--- config.mk ---
export PLATFORM = sky130hd
export DESIGN_NAME = alu_issue_ctrl
export DESIGN_NICKNAME = d
export VERILOG_FILES = /design/src/rtl/alu_issue_ctrl.sv
export SDC_FILE = /design/constraint.sdc
export NUM_CORES = 1
export LEC_CHECK = 0
export BUFFER_PORTS_ARGS = -buffer_cell sky130_fd_sc_hd__buf_4
export CAP_MARGIN = 20
export CORE_MARGIN = 4
export CORE_UTILIZATION = 48
export DETAILED_ROUTE_END_ITERATION = 8
export GPL_ROUTABILITY_DRIVEN = 0
export PLACE_DENSITY = 0.95
export SLEW_MARGIN = 10
export SYNTH_ARGS = -nofsm -noshare
export SYNTH_HDL_FRONTEND = slang
export SYNTH_SLANG_ARGS = --single-unit
--- constraint.sdc ---
create_clock -name clk -period 2.6 [get_ports clk]
set_input_delay 0.13 -clock clk [delete_from_list [all_inputs] [get_ports clk]]
set_output_delay 0.13 -clock clk [all_outputs]
set_load 0.02 [all_outputs]
--- src/rtl/alu_issue_ctrl.sv ---
// Issue controller for a combinational 8-bit ALU: registers one command, waits WAIT_CYCLES, captures the result.
// Optional feature macro CARRY_CHAIN_EN adds a carry flag usable as the carry-in of the next command.
module alu_issue_ctrl #(
    parameter int unsigned WAIT_CYCLES = 1
) (
    input  logic         clk,
    input  logic         rst,
    input  logic         cmd_valid,
    output logic         cmd_ready,
    input  logic [2:0]   cmd_op,
    input  logic [7:0]   cmd_a,
    input  logic [7:0]   cmd_b,
    input  logic         cmd_cin,
    input  logic         cmd_chain,
    output logic [119:0] alu_oper,
    output logic [7:0]   alu_a,
    output logic [7:0]   alu_b,
    output logic         alu_c_in,
    input  logic [7:0]   alu_sum,
    input  logic         alu_c_out,
    output logic         rsp_valid,
    input  logic         rsp_ready,
    output logic [7:0]   rsp_data,
    output logic         rsp_carry,
    output logic [1:0]   dbg_state
);

    // Handshakes: a transfer happens on a rising edge where valid and ready are both 1.
    // cmd_ready is 1 only in IDLE; rsp_valid stays 1 with stable data until rsp_ready is sampled 1.

    typedef enum logic [1:0] {
        S_IDLE = 2'd0,
        S_WAIT = 2'd1,
        S_RESP = 2'd2
    } state_t;

    localparam logic [3:0] WAIT_LD = 4'(WAIT_CYCLES);

    state_t         state_q, state_d;
    logic [3:0]     cnt_q, cnt_d;
    logic [119:0]   alu_oper_q, alu_oper_d;
    logic [7:0]     alu_a_q, alu_a_d;
    logic [7:0]     alu_b_q, alu_b_d;
    logic           alu_c_in_q, alu_c_in_d;
    logic           rsp_valid_q, rsp_valid_d;
    logic [7:0]     rsp_data_q, rsp_data_d;
    logic           rsp_carry_q, rsp_carry_d;
    logic           cin_sel;

    function automatic logic [119:0] op_string(input logic [2:0] op);
        logic [119:0] s;
        case (op)
            3'd0:    s = "and";
            3'd1:    s = "subtract";
            3'd2:    s = "subtract_a";
            3'd3:    s = "or_ab";
            3'd4:    s = "and_ab";
            3'd5:    s = "not_ab";
            3'd6:    s = "exor";
            default: s = "exnor";
        endcase
        return s;
    endfunction

`ifdef CARRY_CHAIN_EN
    logic carry_q, carry_d;
    logic upd_q, upd_d;
    assign cin_sel = cmd_chain ? carry_q : cmd_cin;
`else
    logic unused_chain;
    assign unused_chain = cmd_chain;
    assign cin_sel      = cmd_cin;
`endif

    always_comb begin
        state_d     = state_q;
        cnt_d       = cnt_q;
        alu_oper_d  = alu_oper_q;
        alu_a_d     = alu_a_q;
        alu_b_d     = alu_b_q;
        alu_c_in_d  = alu_c_in_q;
        rsp_valid_d = rsp_valid_q;
        rsp_data_d  = rsp_data_q;
        rsp_carry_d = rsp_carry_q;
`ifdef CARRY_CHAIN_EN
        carry_d     = carry_q;
        upd_d       = upd_q;
`endif
        case (state_q)
            S_IDLE: begin
                if (cmd_valid) begin
                    alu_oper_d = op_string(cmd_op);
                    alu_a_d    = cmd_a;
                    alu_b_d    = cmd_b;
                    alu_c_in_d = cin_sel;
                    cnt_d      = WAIT_LD;
                    state_d    = S_WAIT;
`ifdef CARRY_CHAIN_EN
                    upd_d      = (cmd_op <= 3'd2);
`endif
                end
            end
            S_WAIT: begin
                cnt_d = cnt_q - 4'd1;
                if (cnt_q == 4'd1) begin
                    rsp_data_d  = alu_sum;
                    rsp_carry_d = alu_c_out;
                    rsp_valid_d = 1'b1;
                    state_d     = S_RESP;
`ifdef CARRY_CHAIN_EN
                    // Only the arithmetic opcodes own the carry flag.
                    if (upd_q) carry_d = alu_c_out;
`endif
                end
            end
            S_RESP: begin
                if (rsp_ready) begin
                    rsp_valid_d = 1'b0;
                    state_d     = S_IDLE;
                end
            end
            default: state_d = S_IDLE;
        endcase
    end

    always_ff @(posedge clk or posedge rst) begin
        if (rst) begin
            state_q     <= S_IDLE;
            cnt_q       <= 4'd0;
            alu_oper_q  <= 120'b0;
            alu_a_q     <= 8'd0;
            alu_b_q     <= 8'd0;
            alu_c_in_q  <= 1'b0;
            rsp_valid_q <= 1'b0;
            rsp_data_q  <= 8'd0;
            rsp_carry_q <= 1'b0;
`ifdef CARRY_CHAIN_EN
            carry_q     <= 1'b0;
            upd_q       <= 1'b0;
`endif
        end else begin
            state_q     <= state_d;
            cnt_q       <= cnt_d;
            alu_oper_q  <= alu_oper_d;
            alu_a_q     <= alu_a_d;
            alu_b_q     <= alu_b_d;
            alu_c_in_q  <= alu_c_in_d;
            rsp_valid_q <= rsp_valid_d;
            rsp_data_q  <= rsp_data_d;
            rsp_carry_q <= rsp_carry_d;
`ifdef CARRY_CHAIN_EN
            carry_q     <= carry_d;
            upd_q       <= upd_d;
`endif
        end
    end

    // Gated by rst so nothing can be offered while reset is held.
    assign cmd_ready = (state_q == S_IDLE) && !rst;
    assign alu_oper  = alu_oper_q;
    assign alu_a     = alu_a_q;
    assign alu_b     = alu_b_q;
    assign alu_c_in  = alu_c_in_q;
    assign rsp_valid = rsp_valid_q;
    assign rsp_data  = rsp_data_q;
    assign rsp_carry = rsp_carry_q;
    assign dbg_state = state_q;

endmodule

==> flow_summary_export.csv, run 1 <==
group,metric,value,unit
global_route,grt_pass1_vias,2448,
routing,vias,2394,
sta,setup-tns-final,0,ns
power,power_density,1340,nW/µm²
critical_path,start_kind,"flop",
sta,clock_skew,0.00776,ns
critical_path,cpLargestDelayFamily,"simple AND/OR/NAND/NOR gates",
synthesis,avgSynthCellArea,9.51,µm²
sta,rsz0062_at_grt,"no",
synthesis,synth_top_area_cell,"dfrtp_1",
routing,drcViolationCount,0,
critical_path,cp_data_arrival_time,2.13,ns
min_path,hold_depth,3,
synthesis,ys_types,30,
global_route,grt_pass1_wl,12.1,mm
synthesis,yosysTopAreaCellShare,47.6,%
critical_path,r2r_cells,3,
sta,tightest_slew,1.02,ns
die,core,6420,µm²
cells_and_area,layout.cells.non_filler,523,
critical_path,endpoint_kind,"flop",
cells_and_area,area_delta_synth_final,27.4,%
sta,max_slew_margin,32.0,%
critical_path,worstPathMaxFanout,51,
power,p_clk_share,17.4,%
global_route,grt.overflow.total,0,
critical_path,worstReg2RegEnd,"alu_oper[46]$_DFFE_PP0P_",
synthesis,seq_area_frac_synth,47.6,%
power,switching_share,42.4,%
critical_path,crit_buf_inv,0,
clocking,postCtsSetupBuffers,0,
min_path,min_from,"cmd_a[4]",
routing,dr.pass1.iters,4,
power,internal_power,3.16,mW
clocking,ctsLongestPathBuffers,2,
cells_and_area,drive_above_1_share,35.7,%
job,max_cap_viol_count,0,
synthesis,synthCells,337,
synthesis,ys_ff_latch,61,
power,p_switching,2.32,mW
clocking,ctsHoldBuffers,17,
cells_and_area,diodes,0,
sta,setup_violations,0,
clocking,post_cts_resized,0,
clocking,cts.sinks,61,
routing,vias_per_cell,4.58,
cells_and_area,finish.net_count,477,
global_route,antenna_found_initial,0,
critical_path,r2r_start,"dbg_state[0]$_DFFE_PP0P_",
synthesis,synthesis.area,3200,µm²
critical_path,crit_chain,"or3b_2 -> nor2_1 -> a22o_1",
power,combPwrFrac,50.8,%
power,p_leak,2.17,nW
routing,drt_iter0_drc,76,
power,power_frac_seq,31.8,%
die,initial_utilization,49.9,%
power,ir_worst_vdd,757,µV
global_route,track_usage,18.2,%
place,numPortBuffers,123,
clocking,root_buffer,"clkbuf_8",
die,die_h,89.7,µm
clocking,clkLatencyLatePin,0.33,ns
clocking,h-tree-depth,3,
synthesis,yosysWarnings,0,
sta,report.final.slew_viol_count,0,
die,die_w,89.7,µm
cells_and_area,nFillCells,527,
min_path,min_to,"alu_a[4]$_DFFE_PP0P_",
place,dp.cells,490,
routing,antenna_left,0,
min_path,min_path_type,"primary input to flop",
die,io_pins,184,
cells_and_area,layout_common_cells,"buf_4, nand2_1, dfrtp_1",
routing,wire_per_inst,14.0,µm
critical_path,cp_slowest_cell,"or3b_2",
sta,fmax,0.522,GHz
critical_path,crit_type,"flop to flop",
die,die_area,8050,µm²
routing,wl,7.30,mm
critical_path,ff2ff_setup_slack,0.68,ns
clocking,cts_made_buffers,9,
sta,finalCritPeriodShare,73.7,%
clocking,cts_tree,"built",
cells_and_area,final_common_cell,"buf_4",
die,placementRows,29,
clocking,clkTransAtPathRegs,0.07,ns
sta,hold_viol,0,
place,dp_hpwl,5.19,mm
sta,period_minus_slack,1.92,ns
global_route,grt_max_degree,52,
status,status,"finished, final reports clean",
critical_path,cp.required,2.81,ns
synthesis,synth_area_leaders,"dfrtp_1, buf_4, nand2_1, mux2_2, o21ai_0",
critical_path,cp_slowest_stage_delay,0.87,ns
cells_and_area,final_core_util,63.5,%
[cells by family after synthesis]
kind of cell	after synthesis	synth area share, %
xor+xnor	1	0.273
other cells	1	0.117
fa+ha+maj	2	0.781
compound gates	37	7.77
simple gates	112	14.8
buf+inv	113	25.1
flops	61	47.6
mux	10	3.51
[area by class of cell]
class                   instances  area, µm²  area share (%)
clock buffers                  12        155            3.80
clock inverters                 4       70.1            1.72
inverters                       5       18.8           0.460
multi-input cells             221       1100            26.9
flip-flops and latches         61       1530            37.4
well taps                      77       96.3            2.36
repair buffers                143       1120            27.3
[cell usage after synthesis]
cell,count
buf_4,92
nor3_1,2
or2_2,1
nor2_1,7
nor3b_1,2
nand3_1,5
o31ai_2,4
a21o_1,1
buf_2,9
a22o_1,2
inv_1,5
ha_1,2
dfrtp_1,61
nor3b_2,1
a31oi_1,4
a21oi_1,5
conb_1,1
clkbuf_1,4
or3b_1,1
o21bai_1,1
mux2_2,10
buf_6,3
o311ai_0,1
o21ai_0,14
o21a_1,3
nand2_1,84
xnor2_1,1
o211ai_1,2
nand2b_1,8
or3_1,1
[flip-flops by register name, indices dropped and copies added (netlist names)]
signal	cells
rsp_carry	1
rsp_data	8
alu_oper	28
alu_b	8
dbg_state	2
alu_c_in	1
rsp_valid	1
alu_a	8
cnt_q	4
[worst max-delay path by stage]
| stage | end | startpoint | slack (ns) | cells after the start |
|---|---|---|---|---|
| 2_1_floorplan | alu_a[0]$_DFFE_PP0P_ | rst | 0.96 | 1 |
| 3_3_place_gp | alu_oper[46]$_DFFE_PP0P_ | dbg_state[0]$_DFFE_PP0P_ | 0.73 | 2 |
| 3_5_place_dp | alu_oper[46]$_DFFE_PP0P_ | dbg_state[0]$_DFFE_PP0P_ | 0.71 | 2 |
| 4_1_cts | alu_oper[46]$_DFFE_PP0P_ | dbg_state[0]$_DFFE_PP0P_ | 0.69 | 2 |
| 5_1_grt | alu_oper[46]$_DFFE_PP0P_ | dbg_state[0]$_DFFE_PP0P_ | 0.52 | 3 |
| 6_report | alu_oper[46]$_DFFE_PP0P_ | dbg_state[0]$_DFFE_PP0P_ | 0.68 | 3 |
[routing by layer]
| layer | wire (µm) | global-route usage [%] | vias up |
|---|---|---|---|
| met5 | 0 | 0 | - |
| met4 | 179 | 6.90 | 0 |
| met3 | 716 | 7.51 | 15 |
| met2 | 3850 | 31.6 | 115 |
| met1 | 2560 | 19.8 | 1133 |
| li1 | - | - | 1131 |
[worst min-delay path: cells and delay by family]
kind / cells / cell delay, ns
buffers and inverters: 1 / 0.08
and+or+nand+nor: 2 / 0.11
[power groups by stage]
stage	combinational (mW)	clock [mW]	sequential, mW
final	2.78	0.956	1.75
after floorplan	1.46	0	2.20
after detailed placement	2.78	0	1.76
after global routing	2.99	1.02	1.82
after global placement	2.71	0	1.73
after CTS	2.81	0.981	1.75
[per-stage QoR]
stage	hold WS (ns)	power [mW]	area, µm²	setup WS, ns
after global routing	0.0112	5.84	4080	0.515
after global placement	0.176	4.43	3690	0.726
after floorplan	0.235	3.66	3420	0.957
final	0.0204	5.49	4080	0.684
after detailed placement	0.191	4.55	3690	0.713
after CTS	0.00726	5.54	4080	0.694
(Power assumes the default switching activity.)
==> inputs of run 2 (changes only) <==
Settings changed: CORE_UTILIZATION 48 to 40, PLACE_DENSITY 0.95 to 0.88.
Clock period 2.6 ns to 1.6 ns, I/O delays scaled along.
==> run 2 against run 1 <==
  * Fmax is 24% higher
  * Non-clock buffer count is 15 higher
  * Clock skew hardly changed
  * Sequential share of layout area is 1.5 points lower
  * Largest cell class unchanged
  * Largest power group unchanged
  * Highest routed layer unchanged
==> flow_summary_export.csv, run 2 (synthesized netlist as in run 1, its figures left out) <==
group,metric,value,unit
sta,finalCritPeriodShare,96.3,%
die,initial_utilization,41.3,%
cells_and_area,final_common_cell,"buf_4",
cells_and_area,drive_above_1_share,35.8,%
critical_path,start_kind,"flop",
routing,drcViolationCount,0,
min_path,hold_depth,2,
clocking,cts_tree,"built",
routing,antenna_left,0,
sta,rsz0062_at_grt,"no",
sta,report.final.slew_viol_count,0,
die,die_area,9510,µm²
routing,drt_iter0_drc,101,
clocking,cts_made_buffers,9,
job,max_cap_viol_count,0,
place,post-place-ws,0.0615,ns
cells_and_area,area_delta_synth_final,32.6,%
power,power_density,2050,nW/µm²
place,numPortBuffers,123,
critical_path,worstPathMaxFanout,51,
die,die_w,97.5,µm
die,die_h,97.5,µm
routing,dr.pass1.iters,4,
cells_and_area,finish.net_count,492,
min_path,min_path_type,"primary input to flop",
cells_and_area,final_core_util,54.7,%
sta,setup_ws,0.0595,ns
sta,setup-tns-final,0,ns
critical_path,cp.required,1.86,ns
critical_path,crit_type,"flop to flop",
place,dp.cells,519,
clocking,h-tree-depth,3,
cells_and_area,layout.cells.non_filler,563,
min_path,min_from,"cmd_op[1]",
sta,clock_skew,0.00786,ns
routing,vias_per_cell,4.32,
clocking,ctsLongestPathBuffers,2,
routing,wl,7.41,mm
global_route,track_usage,15.4,%
clocking,cts.sinks,61,
critical_path,r2r_cells,4,
sta,hold_viol,0,
cells_and_area,layout_common_cells,"buf_4, nand2_1, dfrtp_1",
clocking,clkTransAtPathRegs,0.08,ns
global_route,grt_pass1_vias,2522,
global_route,antenna_found_initial,0,
min_path,min_to,"alu_oper[16]$_DFFE_PP0P_",
global_route,grt_pass1_wl,12.0,mm
place,dp_hpwl,5.03,mm
die,core,7770,µm²
routing,wire_per_inst,13.2,µm
critical_path,cp_data_arrival_time,1.80,ns
power,ir_worst_vdd,985,µV
critical_path,ff2ff_setup_slack,0.06,ns
sta,setup_violations,0,
status,status,"finished, final reports clean",
sta,period_minus_slack,1.54,ns
cells_and_area,diodes,0,
critical_path,worstReg2RegEnd,"alu_oper[46]$_DFFE_PP0P_",
critical_path,r2r_start,"dbg_state[0]$_DFFE_PP0P_",
clocking,clkLatencyLatePin,0.33,ns
cells_and_area,largest_reg_flops,28,
cells_and_area,nFillCells,672,
clocking,root_buffer,"clkbuf_8",
die,io_pins,184,
critical_path,endpoint_kind,"flop",
global_route,grt_max_degree,62,
die,placementRows,32,
routing,vias,2433,
power,p_leak,2.23,nW
global_route,grt.overflow.total,0,
sta,fmax,0.649,GHz
-- run 2: cell count changes in the layout (fill, tap and decap cells not counted), moves of 2 or more --
cell	delta
buf_12	+3
bufinv_16	-2
clkinvlp_4	+2
dlygate4sd3_1	+11
-- run 2: worst max-delay path by stage --
| stage | startpoint | end | slack (ns) | cells past startpoint |
|---|---|---|---|---|
| after CTS | cnt_q[1]$_DFFE_PP0P_ | rsp_carry$_DFFE_PP0P_ | 0.04 | 6 |
| after global placement | dbg_state[0]$_DFFE_PP0P_ | alu_oper[46]$_DFFE_PP0P_ | 0.11 | 3 |
| after floorplan | rst | alu_a[0]$_DFFE_PP0P_ | 0.007 | 1 |
| final | dbg_state[0]$_DFFE_PP0P_ | alu_oper[46]$_DFFE_PP0P_ | 0.06 | 4 |
| after global routing | dbg_state[0]$_DFFE_PP0P_ | alu_oper[46]$_DFFE_PP0P_ | 0.01 | 4 |
| after detailed placement | cnt_q[1]$_DFFE_PP0P_ | rsp_data[3]$_DFFE_PP0P_ | 0.06 | 6 |
-- run 2: repair_timing --
| item | CTS | global route |
|---|---|---|
| endpoints found under the setup margin | 0 | 9 |
| buffers inserted | 0 | 0 |
| endpoints found under the hold margin | 88 | 0 |
| gates resized for setup | 0 | 2 |
| hold buffers | 28 | 0 |
-- run 2: report_power, final --
group / switching, mW / internal (mW)
Combinational: 2.68 / 2.03
Sequential: 0.528 / 2.28
Clock: 0.605 / 0.598
-- run 2: worst max-delay path, cell delays in order (launching register included) --
cell,delay [ns]
dfrtp_1,0.43
or3b_2,0.51
buf_12,0.21
nor2_1,0.17
a22o_1,0.15
-- run 2: cell type report --
| class | count | area [µm²] | area share, % |
|---|---|---|---|
| clock inverters | 6 | 38.8 | 0.913 |
| well taps | 102 | 128 | 3.00 |
| flip-flops and latches | 61 | 1530 | 35.9 |
| inverters | 5 | 18.8 | 0.442 |
| repair buffers | 158 | 1300 | 30.5 |
| multi-input cells | 221 | 1100 | 26.0 |
| clock buffers | 10 | 138 | 3.24 |
-- run 2: routing by layer --
layer / track usage, % / part of all wire, % / vias up
li1: - / - / 1163
met1: 16.6 / 38 / 1139
met2: 27.6 / 52 / 119
met3: 5.67 / 9.5 / 12
met4: 5.01 / 1.4 / 0
met5: 0 / 0 / -
-- run 2: per-stage QoR --
stage               hold slack [ns]  power [mW]  instance area (µm²)
floorplan                     0.185        5.95                 3420
global placement              0.179        7.35                 3780
detailed placement            0.185        7.50                 3780
CTS                          0.0476        8.79                 4240
global route                 0.0734        9.30                 4250
finish                       0.0603        8.71                 4250
